File: config.mk
export PLATFORM = sky130hd
export DESIGN_NAME = fpu_issue_arbiter
export DESIGN_NICKNAME = d
export VERILOG_FILES = /design/src/rtl/fpu_issue_arbiter.sv
export SDC_FILE = /design/constraint.sdc
export NUM_CORES = 1
export LEC_CHECK = 0
export CAP_MARGIN = 0
export CORE_ASPECT_RATIO = 1.4
export CORE_UTILIZATION = 35
export CTS_BUF_LIST = sky130_fd_sc_hd__clkbuf_8
export DETAILED_ROUTE_END_ITERATION = 10
export GPL_ROUTABILITY_DRIVEN = 0
export GPL_TIMING_DRIVEN = 1
export HOLD_SLACK_MARGIN = 0.05
export PLACE_DENSITY = 0.88
export SLEW_MARGIN = 20
export SYNTH_ARGS = -nofsm -noshare
export SYNTH_HDL_FRONTEND = slang
export SYNTH_SLANG_ARGS = --single-unit
File: constraint.sdc
create_clock -name clk -period 1.4 [get_ports clk]
set_input_delay 0.42 -clock clk [delete_from_list [all_inputs] [get_ports clk]]
set_output_delay 0.42 -clock clk [all_outputs]
set_load 0.02 [all_outputs]
File: src/rtl/fpu_issue_arbiter.sv
`default_nettype none
// ============================================================================
// Module   : fpu_issue_arbiter
// Brief    : Round-robin two-requester front end for the shared FPU, with
//            operand holding, result return and a per-operation watchdog.
// Revision : 1.0 - initial release
// ============================================================================
module fpu_issue_arbiter #(
    parameter int ADDR_W  = 6,
    parameter int OP_W    = 6,
    parameter int TIMEOUT = 64
) (
    input  logic              clk,
    input  logic              rst,
    input  logic              a_req,
    input  logic [OP_W-1:0]   a_op,
    input  logic [ADDR_W-1:0] a_x1,
    input  logic [ADDR_W-1:0] a_x2,
    input  logic [ADDR_W-1:0] a_y,
    input  logic [31:0]       a_data,
    output logic              a_done,
    input  logic              b_req,
    input  logic [OP_W-1:0]   b_op,
    input  logic [ADDR_W-1:0] b_x1,
    input  logic [ADDR_W-1:0] b_x2,
    input  logic [ADDR_W-1:0] b_y,
    input  logic [31:0]       b_data,
    output logic              b_done,
    output logic [31:0]       rsp_data,
    output logic              rsp_cond,
    output logic              rsp_err,
    output logic              timeout_sticky,
    output logic [OP_W-1:0]   fpu_operation,
    output logic [ADDR_W-1:0] fpu_x1,
    output logic [ADDR_W-1:0] fpu_x2,
    output logic [ADDR_W-1:0] fpu_y,
    output logic [31:0]       fpu_in_data,
    output logic              fpu_ready,
    input  logic              fpu_valid,
    input  logic [31:0]       fpu_out_data,
    input  logic              fpu_cond
);

    localparam int WD_W = (TIMEOUT > 1) ? $clog2(TIMEOUT) : 1;
    localparam logic [WD_W-1:0] c_wd_last = WD_W'(TIMEOUT - 1);

    typedef enum logic [1:0] {
        S_IDLE = 2'd0,
        S_BUSY = 2'd1,
        S_DONE = 2'd2
    } state_t;

    state_t            r_state;
    state_t            w_state_next;
    logic              r_owner_b;
    logic              r_last_b;
    logic              r_cond_hold;
    logic [WD_W-1:0]   r_wd;
    logic [OP_W-1:0]   r_op;
    logic [ADDR_W-1:0] r_x1;
    logic [ADDR_W-1:0] r_x2;
    logic [ADDR_W-1:0] r_y;
    logic [31:0]       r_data;
    logic [31:0]       r_rsp_data;
    logic              r_rsp_err;
    logic              r_sticky;
    logic              w_req_any;
    logic              w_pick_b;
    logic              w_wd_expired;

    assign w_req_any    = a_req | b_req;
    // On a tie the requester that did not win last time gets the FPU.
    assign w_pick_b     = b_req & (~a_req | ~r_last_b);
    assign w_wd_expired = (r_wd == c_wd_last);

    assign fpu_operation  = r_op;
    assign fpu_x1         = r_x1;
    assign fpu_x2         = r_x2;
    assign fpu_y          = r_y;
    assign fpu_in_data    = r_data;
    assign rsp_data       = r_rsp_data;
    assign rsp_err        = r_rsp_err;
    assign timeout_sticky = r_sticky;

    always_ff @(posedge clk) begin
        if (rst) begin
            r_state     <= S_IDLE;
            r_owner_b   <= 1'b0;
            r_last_b    <= 1'b1;
            r_cond_hold <= 1'b0;
            r_wd        <= '0;
            r_op        <= '0;
            r_x1        <= '0;
            r_x2        <= '0;
            r_y         <= '0;
            r_data      <= '0;
            r_rsp_data  <= '0;
            r_rsp_err   <= 1'b0;
            r_sticky    <= 1'b0;
        end else begin
            r_state <= w_state_next;
            case (r_state)
                S_IDLE: begin
                    if (w_req_any) begin
                        r_owner_b <= w_pick_b;
                        r_wd      <= '0;
                        r_op      <= w_pick_b ? b_op   : a_op;
                        r_x1      <= w_pick_b ? b_x1   : a_x1;
                        r_x2      <= w_pick_b ? b_x2   : a_x2;
                        r_y       <= w_pick_b ? b_y    : a_y;
                        r_data    <= w_pick_b ? b_data : a_data;
                    end
                end
                S_BUSY: begin
                    if (fpu_valid) begin
                        r_rsp_data <= fpu_out_data;
                        r_rsp_err  <= 1'b0;
                    end else if (w_wd_expired) begin
                        r_rsp_data <= '0;
                        r_rsp_err  <= 1'b1;
                        r_sticky   <= 1'b1;
                    end else begin
                        r_wd <= r_wd + 1'b1;
                    end
                end
                S_DONE: begin
                    r_last_b    <= r_owner_b;
                    r_cond_hold <= fpu_cond;
                end
                default: ;
            endcase
        end
    end

    // The FPU updates cond at its valid edge, so DONE forwards the live value.
    always_comb begin
        w_state_next = r_state;
        fpu_ready    = 1'b0;
        a_done       = 1'b0;
        b_done       = 1'b0;
        rsp_cond     = r_cond_hold;
        case (r_state)
            S_IDLE: begin
                if (w_req_any) w_state_next = S_BUSY;
            end
            S_BUSY: begin
                fpu_ready = 1'b1;
                if (fpu_valid || w_wd_expired) w_state_next = S_DONE;
            end
            S_DONE: begin
                a_done       = ~r_owner_b;
                b_done       = r_owner_b;
                rsp_cond     = fpu_cond;
                w_state_next = S_IDLE;
            end
            default: w_state_next = S_IDLE;
        endcase
    end

endmodule
`default_nettype wire

==> results.tsv <==
metric	value	unit
Critical Path Sink Type	output port	
violated checks	setup timing	
cell area after synthesis	4000	um2
worst clock skew	0.0130	ns
GRT Residual Overflow	0	
synth unique cells	35	
met3 routed wirelength	1120	um
final WL	15100	um
Synth Register Bits	101	
pin count of the biggest net entering global routing	33	
top routing layer in use	met4	
placement row count	45	
HPWL after DPL	9630	um
kind of critical path	flop to output port	
detailed router's first-iteration violation count	104	
via density per instance	5.16	
cells on worst reg2reg path	4	
number of hold-repair buffers added at the cts stage	0	
worst slew pin tran	0.344	ns
mean cell area of the mapped netlist	10.2	um2
top library cells by usage in the layout, fill and taps aside	145 x sky130_fd_sc_hd__clkdlybuf4s50_1, 97 x sky130_fd_sc_hd__dfxtp_1, 91 x sky130_fd_sc_hd__buf_2	
Num CTS Buffers	9	
f_max	583	MHz
share of the clock period used by the worst path	122	%
part of the Yosys area used for sequential elements	50.5	%
reg-to-reg critical path endpoint	r_wd[5]$_SDFFE_PP0P_	
max capacitance violation total	0	
GRT Total Usage	23.2	%
endpoint of the worst setup timing path	a_done	
worst-path fanout max	4	
leakage dissipation	3.04	nW
layout overhead on the synthesized area	77.8	%
CP Data Arrival Time	1.29	ns
standard cell area after detailed placement	6810	um2
Final Hold Viols	0	
status	complete, but fails checks	
IO Port Bufs	243	
# setup viols final	84	
Metal-1 WL	5120	um
startpoint of the worst-slack reg-to-reg timing path	r_state[1]$_SDFFE_PP0P_	
Core Footprint	11000	um2
via count of the first global-routing pass	4318	
total I/O pin count	244	
R2R Setup Slk	-0.18	ns
power density over the cells	1000	nW/um2
global-route wire length before repair	21300	um
kind of start point of the critical path	flop	
count of yosys warnings during synthesis	0	
fraction of final layout cells with drive strength greater than 1	29.2	%
commonest non-fill, non-tap cell in the layout	sky130_fd_sc_hd__clkdlybuf4s50_1	
n_diodes	0	
initial core utilization	36.5	%
overall die height	129	um
antenna violations before repair	0	
fraction of the core area covered by cells at the end of the flow	64.9	%
Bufs on Longest Clock Path	2	
slew margin rel.	77.0	%
area enclosed by the die boundary	11900	um2
net total in the final layout	824	
min setup slack post-route	-0.315	ns
post-CTS clock slew at the launch and capture registers of the worst setup and hold paths	0.10	ns
average routed wire per standard cell	18.5	um
number of vias after detailed routing	4223	
Root Buffer Master	sky130_fd_sc_hd__clkbuf_8	
count of filler cells inserted in the layout	867	
worst min path class	flop to flop	
router iterations before antenna repair	4	
number of slew-limit violations in the final report	0	
Synth Instances	392	
setup repair after global routing missed its margin	true	
length of routed met2 wiring	8260	um
Worst-Skew Late Latency	0.36	ns
required time at the endpoint of the critical path	0.98	ns
cell area after layout	7120	um2
detailed-route DRC error count	0	
maximum vdd drop	0.000492	V
syn nets	543	
time the final worst path needs with I/O delays and setup	1.71	ns
die width	92.4	um
CTS H-tree depth	3	
remaining number of nets flagged by the antenna check after routing	0	
launch point of the critical path	r_state[1]$_SDFFE_PP0P_	
Sink Count	101	
clock tree from TritonCTS	done	
## layout make-up
| cell class | count | area [um2] | area share (%) |
|---|---|---|---|
| Timing Repair Buffer | 302 | 2760 | 38.7 |
| Clock buffer | 9 | 124 | 1.74 |
| Tap cell | 141 | 176 | 2.48 |
| Sequential cell | 101 | 2030 | 28.5 |
| Multi-Input combinational cell | 259 | 1970 | 27.6 |
| Clock inverter | 7 | 67.6 | 0.949 |
## metrics by stage
stage                     setup TNS [ns]  instances  worst slack, ns  power [mW]  hold WS, ns
after floorplan                        0        392           0.0149        4.21        0.458
after global placement            -43.43        775           -0.603        5.30        0.455
after detailed placement          -47.48        775           -0.633        5.37        0.466
after CTS                          -8.65        805           -0.297        7.10        0.489
after global routing              -12.73        819           -0.369        7.47        0.501
final                              -6.43        819           -0.315        7.15        0.489
## metal layers
layer,up-vias,global-route usage [%]
li1,2008,-
met1,1967,23.0
met4,0,8.64
met3,40,6.91
met2,208,44.7
met5,-,0
## worst max-delay path, cell delays in order (launching register included)
cell                      delay (ns)
sky130_fd_sc_hd__dfxtp_4        0.38
sky130_fd_sc_hd__or2b_4         0.29
sky130_fd_sc_hd__nor2_4         0.14
sky130_fd_sc_hd__buf_6          0.14
## power by group
group	total [mW]	switching, mW	internal, mW
combinational	2.09	1.03	1.06
sequential	3.24	0.129	3.12
clock	1.81	0.995	0.818
## worst min-delay path by stage
| stage | to | startpoint | depth (start not counted) | slack [ns] |
|---|---|---|---|---|
| after floorplan | r_last_b$_SDFFE_PP1P_ | r_last_b$_SDFFE_PP1P_ | 1 | 0.46 |
| final | rsp_data[13]$_SDFFE_PP0P_ | rsp_data[13]$_SDFFE_PP0P_ | 1 | 0.49 |
| after detailed placement | rsp_data[23]$_SDFFE_PP0P_ | rsp_data[23]$_SDFFE_PP0P_ | 1 | 0.47 |
| after CTS | rsp_data[13]$_SDFFE_PP0P_ | rsp_data[13]$_SDFFE_PP0P_ | 1 | 0.49 |
| after global placement | timeout_sticky$_SDFFE_PP0P_ | timeout_sticky$_SDFFE_PP0P_ | 2 | 0.46 |
| after global routing | rsp_data[13]$_SDFFE_PP0P_ | rsp_data[13]$_SDFFE_PP0P_ | 1 | 0.50 |
## registers in the layout (all words and copies together) (netlist names), 2 cells and up
| register | count |
|---|---|
| fpu_x2 | 6 |
| fpu_x1 | 6 |
| fpu_in_data | 32 |
| fpu_y | 6 |
| fpu_operation | 6 |
| r_state | 2 |
| r_wd | 6 |
| rsp_data | 32 |
## cells in the mapped netlist
master / count / area, um2
sky130_fd_sc_hd__a211o_1: 1 / 8.76
sky130_fd_sc_hd__a211oi_1: 57 / 428
sky130_fd_sc_hd__a21boi_2: 1 / 11.3
sky130_fd_sc_hd__a21oi_1: 7 / 35.0
sky130_fd_sc_hd__a22o_1: 32 / 280
sky130_fd_sc_hd__a22oi_1: 1 / 7.51
sky130_fd_sc_hd__a31oi_1: 3 / 18.8
sky130_fd_sc_hd__and2_1: 1 / 6.26
sky130_fd_sc_hd__and2b_2: 1 / 8.76
sky130_fd_sc_hd__buf_2: 19 / 95.1
sky130_fd_sc_hd__buf_4: 4 / 30.0
sky130_fd_sc_hd__clkbuf_1: 10 / 37.5
sky130_fd_sc_hd__dfxtp_1: 101 / 2020
sky130_fd_sc_hd__ha_1: 1 / 12.5
sky130_fd_sc_hd__mux2i_1: 56 / 561
sky130_fd_sc_hd__nand2_1: 6 / 22.5
sky130_fd_sc_hd__nand3_1: 9 / 45.0
sky130_fd_sc_hd__nand4b_1: 1 / 8.76
sky130_fd_sc_hd__nor2_1: 62 / 233
sky130_fd_sc_hd__nor2_2: 1 / 6.26
sky130_fd_sc_hd__nor2b_1: 2 / 12.5
sky130_fd_sc_hd__nor2b_2: 1 / 8.76
sky130_fd_sc_hd__nor3_1: 1 / 5.00
sky130_fd_sc_hd__nor3b_1: 2 / 15.0
sky130_fd_sc_hd__o2111ai_1: 1 / 8.76
sky130_fd_sc_hd__o211ai_1: 1 / 7.51
sky130_fd_sc_hd__o21a_1: 1 / 7.51
sky130_fd_sc_hd__o21ai_0: 1 / 5.00
sky130_fd_sc_hd__o21ai_1: 2 / 10.0
sky130_fd_sc_hd__o21bai_1: 1 / 7.51
sky130_fd_sc_hd__o31ai_1: 1 / 7.51
sky130_fd_sc_hd__or2b_2: 1 / 8.76
sky130_fd_sc_hd__or3_1: 1 / 6.26
sky130_fd_sc_hd__or3b_1: 1 / 8.76
sky130_fd_sc_hd__or4_1: 1 / 7.51
## logic make-up after synthesis
logic type | share of synthesized area, %
and+or+nand+nor | 10.1
AOI/OAI and AO/OA | 21.1
adders and majority gates | 0.312
muxes | 14.0
DFF | 50.5
buffers and inverters | 4.06
## timing repair
item | in CTS | in global routing
gates resized for setup | 389 | 36
setup buffers | 8 | 8
pin swaps | 6 | 24
endpoints found under the setup margin | 188 | 120
cloned | 7 | 6
No activity file was read; power rests on OpenSTA's default activity.
